===== config.mk =====
export PLATFORM = sky130hd
export DESIGN_NAME = fetch
export DESIGN_NICKNAME = d
export VERILOG_FILES = /design/src/rtl/fetch.sv
export SDC_FILE = /design/constraint.sdc
export NUM_CORES = 1
export LEC_CHECK = 0
export ABC_AREA = 1
export CAP_MARGIN = 20
export CORE_AREA = 5 5 144 146
export CTS_CLUSTER_DIAMETER = 60
export CTS_CLUSTER_SIZE = 16
export DETAILED_ROUTE_END_ITERATION = 6
export DIE_AREA = 0 0 149 151
export PLACE_DENSITY_LB_ADDON = 0.25
export SYNTH_ARGS = -nofsm -noshare
export SYNTH_HDL_FRONTEND = slang
export SYNTH_SLANG_ARGS = --single-unit

===== constraint.sdc =====
create_clock -name clock -period 2 [get_ports clock]
set_input_delay 0.4 -clock clock [delete_from_list [all_inputs] [get_ports clock]]
set_output_delay 0.4 -clock clock [all_outputs]
set_load 0.05 [all_outputs]

===== src/rtl/fetch.sv =====
// Instruction fetch stage.
//
// Issues one instruction-memory read at a time at the current PC and hands the
// returned word to decode through the IF/ID register (if_id_instrucao /
// if_id_proximopc). The stage handles a load-use stall from forwarding and
// redirects from decode. A redirect applies after the delay-slot instruction
// has been delivered.
//
// Ports
//   clock            in   single clock, rising edge
//   reset            in   asynchronous, active-low
//   fw_if_id_stall   in   freezes PC and IF/ID; redirect inputs ignored
//   id_if_selfontepc in   1 = redirect using id_if_seltipopc
//   id_if_seltipopc  in   00 branch, 01 jump index, 10 register, 11 sequential
//   id_if_pcimd2ext  in   branch target
//   id_if_pcindex    in   J/JAL target
//   id_if_rega       in   JR/JALR target
//   if_mc_en         out  instruction-memory read request
//   if_mc_addr       out  read address (current PC)
//   mc_if_ready      in   mc_if_data valid this cycle (only while if_mc_en=1)
//   mc_if_data       in   instruction word
//   if_id_instrucao  out  IF/ID instruction
//   if_id_proximopc  out  IF/ID delivered address + 4 (0 for a bubble)
//
// State | meaning
// IDLE  | first cycle after reset, no request outstanding
// WAIT  | request at pc outstanding, waiting for mc_if_ready
// HOLD  | word returned during a stall, kept in hold_buf until the stall drops

module fetch #(
    parameter logic [31:0] RESET_PC = 32'h0000_0000,
    parameter logic [31:0] NOP_WORD = 32'h0000_0000
) (
    input  logic        clock,
    input  logic        reset,
    input  logic        fw_if_id_stall,
    input  logic        id_if_selfontepc,
    input  logic [1:0]  id_if_seltipopc,
    input  logic [31:0] id_if_pcimd2ext,
    input  logic [31:0] id_if_pcindex,
    input  logic [31:0] id_if_rega,
    output logic        if_mc_en,
    output logic [31:0] if_mc_addr,
    input  logic        mc_if_ready,
    input  logic [31:0] mc_if_data,
    output logic [31:0] if_id_instrucao,
    output logic [31:0] if_id_proximopc
);

    localparam logic [1:0] S_IDLE = 2'd0;
    localparam logic [1:0] S_WAIT = 2'd1;
    localparam logic [1:0] S_HOLD = 2'd2;

    logic [1:0]  state;
    logic [31:0] pc;
    logic [31:0] hold_buf;
    logic        pend;
    logic [31:0] pend_tgt;

    logic [31:0] pc_seq;
    logic        redir;
    logic [31:0] redir_tgt;
    logic [31:0] next_pc;
    logic        accept;
    logic [31:0] fetch_word;

    always_comb begin
        pc_seq = pc + 32'd4;
        redir  = id_if_selfontepc && (id_if_seltipopc != 2'b11);
        case (id_if_seltipopc)
            2'b00:   redir_tgt = id_if_pcimd2ext;
            2'b01:   redir_tgt = id_if_pcindex;
            2'b10:   redir_tgt = id_if_rega;
            default: redir_tgt = pc_seq;
        endcase
        // A captured redirect has priority: the delay slot it was waiting
        // for is the instruction being delivered now.
        if (pend) begin
            next_pc = pend_tgt;
        end else if (redir) begin
            next_pc = redir_tgt;
        end else begin
            next_pc = pc_seq;
        end
        accept = !fw_if_id_stall &&
                 (((state == S_WAIT) && mc_if_ready) || (state == S_HOLD));
        fetch_word = (state == S_HOLD) ? hold_buf : mc_if_data;
    end

    assign if_mc_en   = (state == S_WAIT);
    assign if_mc_addr = pc;

    always_ff @(posedge clock or negedge reset) begin
        if (!reset) begin
            state           <= S_IDLE;
            pc              <= RESET_PC;
            hold_buf        <= 32'd0;
            pend            <= 1'b0;
            pend_tgt        <= 32'd0;
            if_id_instrucao <= NOP_WORD;
            if_id_proximopc <= 32'd0;
        end else begin
            case (state)
                S_IDLE: state <= S_WAIT;
                S_WAIT: begin
                    if (mc_if_ready && fw_if_id_stall) begin
                        hold_buf <= mc_if_data;
                        state    <= S_HOLD;
                    end else if (!mc_if_ready && !fw_if_id_stall) begin
                        if_id_instrucao <= NOP_WORD;
                        if_id_proximopc <= 32'd0;
                    end
                end
                S_HOLD: begin
                    if (!fw_if_id_stall) begin
                        state <= S_WAIT;
                    end
                end
                default: state <= S_IDLE;
            endcase

            if (accept) begin
                if_id_instrucao <= fetch_word;
                if_id_proximopc <= pc_seq;
                pc              <= next_pc;
                pend            <= 1'b0;
            end else if (!fw_if_id_stall && redir && !pend) begin
                // Delay slot not delivered yet: remember where to go after it.
                pend     <= 1'b1;
                pend_tgt <= redir_tgt;
            end
        end
    end

endmodule


==> results of run 1 <==
==> kinds of logic after synthesis <==
group / share of synthesized area
simple gates: 0.270
mux: 0.00888
fa+ha+maj: 0.00148
compound gates: 0.149
flops: 0.482
xor+xnor: 0.0135
buf+inv: 0.0754
==> layout make-up <==
| cell class | count | area, um2 |
|---|---|---|
| clock buffers | 17 | 425 |
| well taps | 265 | 332 |
| flip-flops and latches | 163 | 4080 |
| repair buffers | 289 | 2730 |
| fillers | 1745 | 7450 |
| multi-input cells | 799 | 3750 |
| clock inverters | 14 | 156 |
| inverters | 92 | 348 |
==> timing repair <==
item	in CTS	in global routing
setup endpoints to repair	31	8
hold buffers	1	0
gates resized for setup	31	7
hold endpoints to repair	46	0
==> through the flow <==
stage	TNS [ps]	utilization
finish	0	0.613
global route	-1.71	0.613
CTS	0	0.612
detailed placement	-3690	0.584
global placement	-2760	0.584
floorplan	0	-
==> path summary, 6_finish.rpt <==
check                                     from             endpoint  slack (ps)  cells after the start
hold / removal             if_id_proximopc[25]  if_id_proximopc[25]         480                      2
hold reg to reg            if_id_proximopc[25]  if_id_proximopc[25]         480                      2
setup / recovery           if_id_proximopc[25]  if_id_proximopc[25]          40                      1
min in group asynchronous                reset       if_mc_addr[15]         510                      2
setup reg to reg                 if_mc_addr[3]       if_mc_addr[14]         180                      9
max in group asynchronous                reset  if_id_instrucao[22]         880                      3
==> registers in the layout, indices dropped and copies added, names as in the netlist <==
| register | cells |
|---|---|
| pend_tgt | 32 |
| hold_buf | 32 |
| if_mc_addr | 32 |
| pend | 1 |
| if_id_proximopc | 32 |
| if_id_instrucao | 32 |
| state | 2 |
==> power groups by stage <==
stage	combinational (uW)	clock (uW)	sequential, uW
after floorplan	3150	0	8550
after global placement	9150	0	5830
after detailed placement	9270	0	5880
after CTS	9140	3280	5830
after global routing	9830	3410	6030
final	9080	3240	5840
==> cell usage after synthesis <==
cell type,number
nand2_1,371
dfrtp_1,163
nor2_1,110
inv_1,86
o21ai_0,85
a21oi_1,53
nand3_1,45
a22o_1,33
buf_2,22
clkbuf_1,22
o21ai_1,16
xor2_1,11
nor2_2,7
nor3_1,7
mux2i_1,6
nand2_2,6
o211ai_1,6
o21ai_2,6
a31oi_1,5
buf_4,5
nand3b_1,5
nand4_1,5
a22oi_1,4
and2_1,4
buf_1,4
buf_6,4
inv_2,4
nor4_1,2
xnor2_1,2
a21o_1,1
clkinv_1,1
ha_1,1
inv_4,1
mux2_4,1
nor2_4,1
nor3_2,1
o21a_1,1
o21bai_1,1
o221ai_1,1
o22ai_1,1
or2_4,1
==> worst reg2reg max path: cells and delay by family, from the launching register on <==
| kind | cells | cell delay (ps) |
|---|---|---|
| XOR/XNOR | 1 | 140 |
| AND/OR/NAND/NOR | 5 | 710 |
| AO/OA/AOI/OAI | 1 | 140 |
| buffers and inverters | 1 | 150 |
| adder cells (fa/ha/maj) | 1 | 200 |
| flip-flops | 1 | 400 |
==> metal layers <==
layer / up-vias / routed length, um / GRT usage
met2: 291 / 11900 / 0.374
met4: 0 / 538 / 0.0677
met1: 3875 / 11600 / 0.323
met3: 41 / 1990 / 0.0589
li1: 4080 / - / -
met5: - / 0 / 0
==> flow_summary.yaml, run 1 <==
run_status:
  status: "finished clean"
synth:
  syn_inst: 1111
  yosysSeqAreaShare: 0.482
  synthDistinctLibCells: 41
  mappedNetlistArea_um2: 8460
  yosysWarnings: 0
  synth_area_per_cell_um2: 7.61
  synth_top_area_cell: "dfrtp_1"
  syn_nets: 1247
  synthTopCellsByArea: "dfrtp_1 (48%), nand2_1 (16%), o21ai_0 (5.0%)"
  ys_ff_latch: 163
  netlist.area_leader.share: 0.482
drt:
  drt-wirelength-per-cell_um: 15.9
  drt_iter0_markers: 618
  vias: 8287
  postRouteAntennaNets: 0
  viasPerCell: 5.06
  first_pass_iters: 6
  drc_errors: 0
  routed_wl_um: 26100
global_route:
  grt_overflow_total: 0
  grt_max_degree: 67
  antenna_found_initial: 0
  track_usage: 0.236
  grt_pass1_wl_um: 42000
  grt_pass1_vias: 8172
critical_path:
  cp.arrival_ps: 1560
  slowest_stage: "clkdlybuf4s50_1"
  max_stage_delay_ps: 800
  cp.required_ps: 1600
  crit_buf_inv: 1
  path_class: "flop to output port"
  crit_family: "buffers and inverters"
  crit_chain: "clkdlybuf4s50_1"
  crit_fanout: 2
  cp-start-kind: "flop"
  crit_path_end_kind: "output port"
clock_network:
  clock_path_buffers: 2
  cts_setup_buffers: 0
  numCtsBuffers: 17
  clkSinkCount: 163
  cts-root-buf: "clkbuf_16"
  cts_tree: "built"
  clk_latency_ps: 430
  htreeDepth: 4
  path_clk_slew_ps: 60
power_and_ir_drop:
  p_int_uw: 9570
  p_comb_frac: 0.500
  leakage_uw: 0.00599
  p_sw_frac: 0.473
  total_power_uw: 18200
  power.share.sequential: 0.322
  p_switching_uw: 8590
  power_density_nw_per_um2: 1540
  power_frac_clock: 0.178
  ir_drop_mv: 0.698
timing:
  whs_ps: 479
  period_needed_ps: 1960
  min_period_over_period: 0.980
  max_freq_mhz: 510
  finalSetupViolCount: 0
  slew_headroom: 0.622
  setup_ws_ps: 39.5
  slew_violations: 0
  worst_pin_slew_ps: 566
  finalHoldViolCount: 0
  fin_worst_skew_ps: 6.79
floorplan:
  coreArea_um2: 19300
  fp.dieH_um: 151
  rows: 51
  fp.dieArea_um2: 22500
  ios: 232
  start_util: 0.439
  die_x_um: 149
placement:
  postPlaceCellArea_um2: 11200
  dp_hpwl_um: 19800
  place_worst_setup_slack_ps: -228
  io_buffers: 231
  place.gp.congestion: 0.905
  dp_cells: 1607
job:
  drv_cap: 0
layout:
  finalNetCount: 1498
  n_antenna_cell: 0
  drive_above_1_share: 0.132
  final_common_cell: "nand2_1"
  layout_common_cells: "nand2_1 (370), dfrtp_1 (163), clkdlybuf4s50_1 (134)"
  design_area_um2: 11800
  stdcell_count: 1639
  areaGrowthSynthToFinish_pct: 39.7
hold_path:
  min_path_type: "flop to flop"
No activity file was read; power rests on OpenSTA's default activity.
==> run 2: changes to the inputs <==
--- a/config.mk
+++ b/config.mk
@@ -7,11 +7,11 @@
 export LEC_CHECK = 0
 export ABC_AREA = 1
 export CAP_MARGIN = 20
-export CORE_AREA = 5 5 144 146
+export CORE_AREA = 2 2 141 143
 export CTS_CLUSTER_DIAMETER = 60
 export CTS_CLUSTER_SIZE = 16
 export DETAILED_ROUTE_END_ITERATION = 6
-export DIE_AREA = 0 0 149 151
+export DIE_AREA = 0 0 143 145
 export PLACE_DENSITY_LB_ADDON = 0.25
 export SYNTH_ARGS = -nofsm -noshare
 export SYNTH_HDL_FRONTEND = slang
==> flow_summary.yaml, run 2 (synthesized netlist as in run 1, its figures left out) <==
run_status:
  status: "finished clean"
timing:
  fin_worst_skew_ps: 7.90
  rsz0062_at_grt: "no"
  finalSetupViolCount: 0
  max_freq_mhz: 509
  period_needed_ps: 1960
  whs_ps: 466
  worst_pin_slew_ps: 586
  slew_violations: 0
  setup_tns_ps: 0
  slew_headroom: 0.609
  finalHoldViolCount: 0
  min_period_over_period: 0.982
power_and_ir_drop:
  ir_drop_mv: 0.893
  leakage_uw: 0.00604
  power_density_nw_per_um2: 1530
critical_path:
  crit_fanout: 2
  crit_chain: "clkdlybuf4s50_1"
  regToRegSetupSlack_ps: 170
  timing.rr.end: "if_mc_addr[30]"
  cp.required_ps: 1600
  cp-start-kind: "flop"
  crit_buf_inv: 1
  max_stage_delay_ps: 800
  path_class: "flop to output port"
  crit_family: "buffers and inverters"
  reg2regPathDepth: 12
  cp.arrival_ps: 1560
  slowest_stage: "clkdlybuf4s50_1"
  r2r-start: "if_mc_addr[2]"
  crit_path_end_kind: "output port"
floorplan:
  start_util: 0.440
  fp.dieH_um: 145
  coreArea_um2: 19200
  fp.dieArea_um2: 20700
  rows: 51
  ios: 232
  die_x_um: 143
layout:
  fill_cells: 1740
  drive_above_1_share: 0.131
  layout_common_cells: "nand2_1 (370), dfrtp_1 (162), clkdlybuf4s50_1 (134)"
  finalNetCount: 1498
  n_antenna_cell: 0
  final_common_cell: "nand2_1"
  areaGrowthSynthToFinish_pct: 39.7
global_route:
  grt_pass1_wl_um: 41000
  gr-usage-met2: 0.387
  grt_use_met3: 0.0518
  antenna_found_initial: 0
  grt_max_degree: 67
  grt_busiest_layer: "met2"
  grt_pass1_vias: 8034
  grt_overflow_total: 0
  track_usage: 0.249
  grt_use_met1: 0.354
drt:
  viasPerCell: 5.05
  drt-wirelength-per-cell_um: 15.4
  routed_wl_um: 25300
  vias: 8290
  postRouteAntennaNets: 0
  first_pass_iters: 5
  drt_iter0_markers: 713
  drc_errors: 0
clock_network:
  htreeDepth: 4
  path_clk_slew_ps: 70
  clock_path_buffers: 2
  cts-root-buf: "clkbuf_16"
  clk_latency_ps: 430
  clkSinkCount: 163
  cts_tree: "built"
  numCtsBuffers: 17
placement:
  io_buffers: 231
  place.gp.congestion: 0.941
  dp_hpwl_um: 19400
job:
  drv_cap: 0
hold_path:
  min_path_type: "input pin to asynchronous set/reset pin"
## run 2: cell count changes in the layout (fill, tap and decap cells not counted)
cell / previous run / this run
buf_12: 12 / 10
buf_4: 105 / 103
bufinv_16: 2 / 1
clkinv_4: 2 / 1
clkinvlp_4: 6 / 2
dfrtp_1: 163 / 162
dfrtp_2: 0 / 1
dlygate4sd2_1: 31 / 32
dlymetal6s2s_1: 5 / 8
inv_6: 2 / 5
inv_8: 1 / 5
## run 2: worst max-delay path by stage
| stage | start | end | cells past startpoint |
|---|---|---|---|
| after floorplan | if_mc_addr[2] | if_mc_addr[30] | 12 |
| after global placement | id_if_seltipopc[1] | if_mc_addr[13] | 10 |
| after detailed placement | id_if_seltipopc[0] | if_mc_addr[13] | 11 |
| after CTS | if_id_instrucao[14] | if_id_instrucao[14] | 1 |
| after global routing | if_id_proximopc[30] | if_id_proximopc[30] | 1 |
| final | if_id_proximopc[30] | if_id_proximopc[30] | 1 |
## run 2: final cells by class
cell class	instances	area, um2	area share
Sequential cell	163	4080	0.345
Multi-Input combinational cell	799	3750	0.318
Timing Repair Buffer	289	2720	0.230
Clock buffer	17	425	0.0360
Inverter	92	348	0.0294
Tap cell	265	332	0.0281
Clock inverter	15	159	0.0135
## run 2: power breakdown
group / leakage, uW / internal (uW) / switching, uW / total, uW
Sequential: 0.00201 / 4770 / 1130 / 5890
Clock: 0.000285 / 1770 / 1480 / 3250
Combinational: 0.00375 / 2920 / 6040 / 8960
## run 2: repair_timing
| item | CTS | global route |
|---|---|---|
| setup buffers | 0 | 0 |
| setup endpoints to repair | 32 | 16 |
| gates cloned | 0 | 0 |
| hold buffers | 1 | 0 |
| resized for setup | 32 | 11 |
| hold endpoints to repair | 40 | 0 |
## run 2: layer usage
layer,part of all wire,up-vias
met5,0,-
met4,0.021,0
met1,0.45,3870
li1,-,4082
met2,0.46,298
met3,0.065,40
## run 2: per-stage QoR
stage / cell area, um2 / setup slack, ps / util / total power, uW / std cells
after floorplan: 8460 / 52.9 / - / 11700 / 1111
after global placement: 11200 / -260 / 0.585 / 14900 / 1607
after detailed placement: 11200 / -252 / 0.585 / 15100 / 1607
after CTS: 11800 / 0.0392 / 0.614 / 18200 / 1640
after global routing: 11800 / 0.107 / 0.615 / 19200 / 1640
final: 11800 / 36.1 / 0.615 / 18100 / 1640
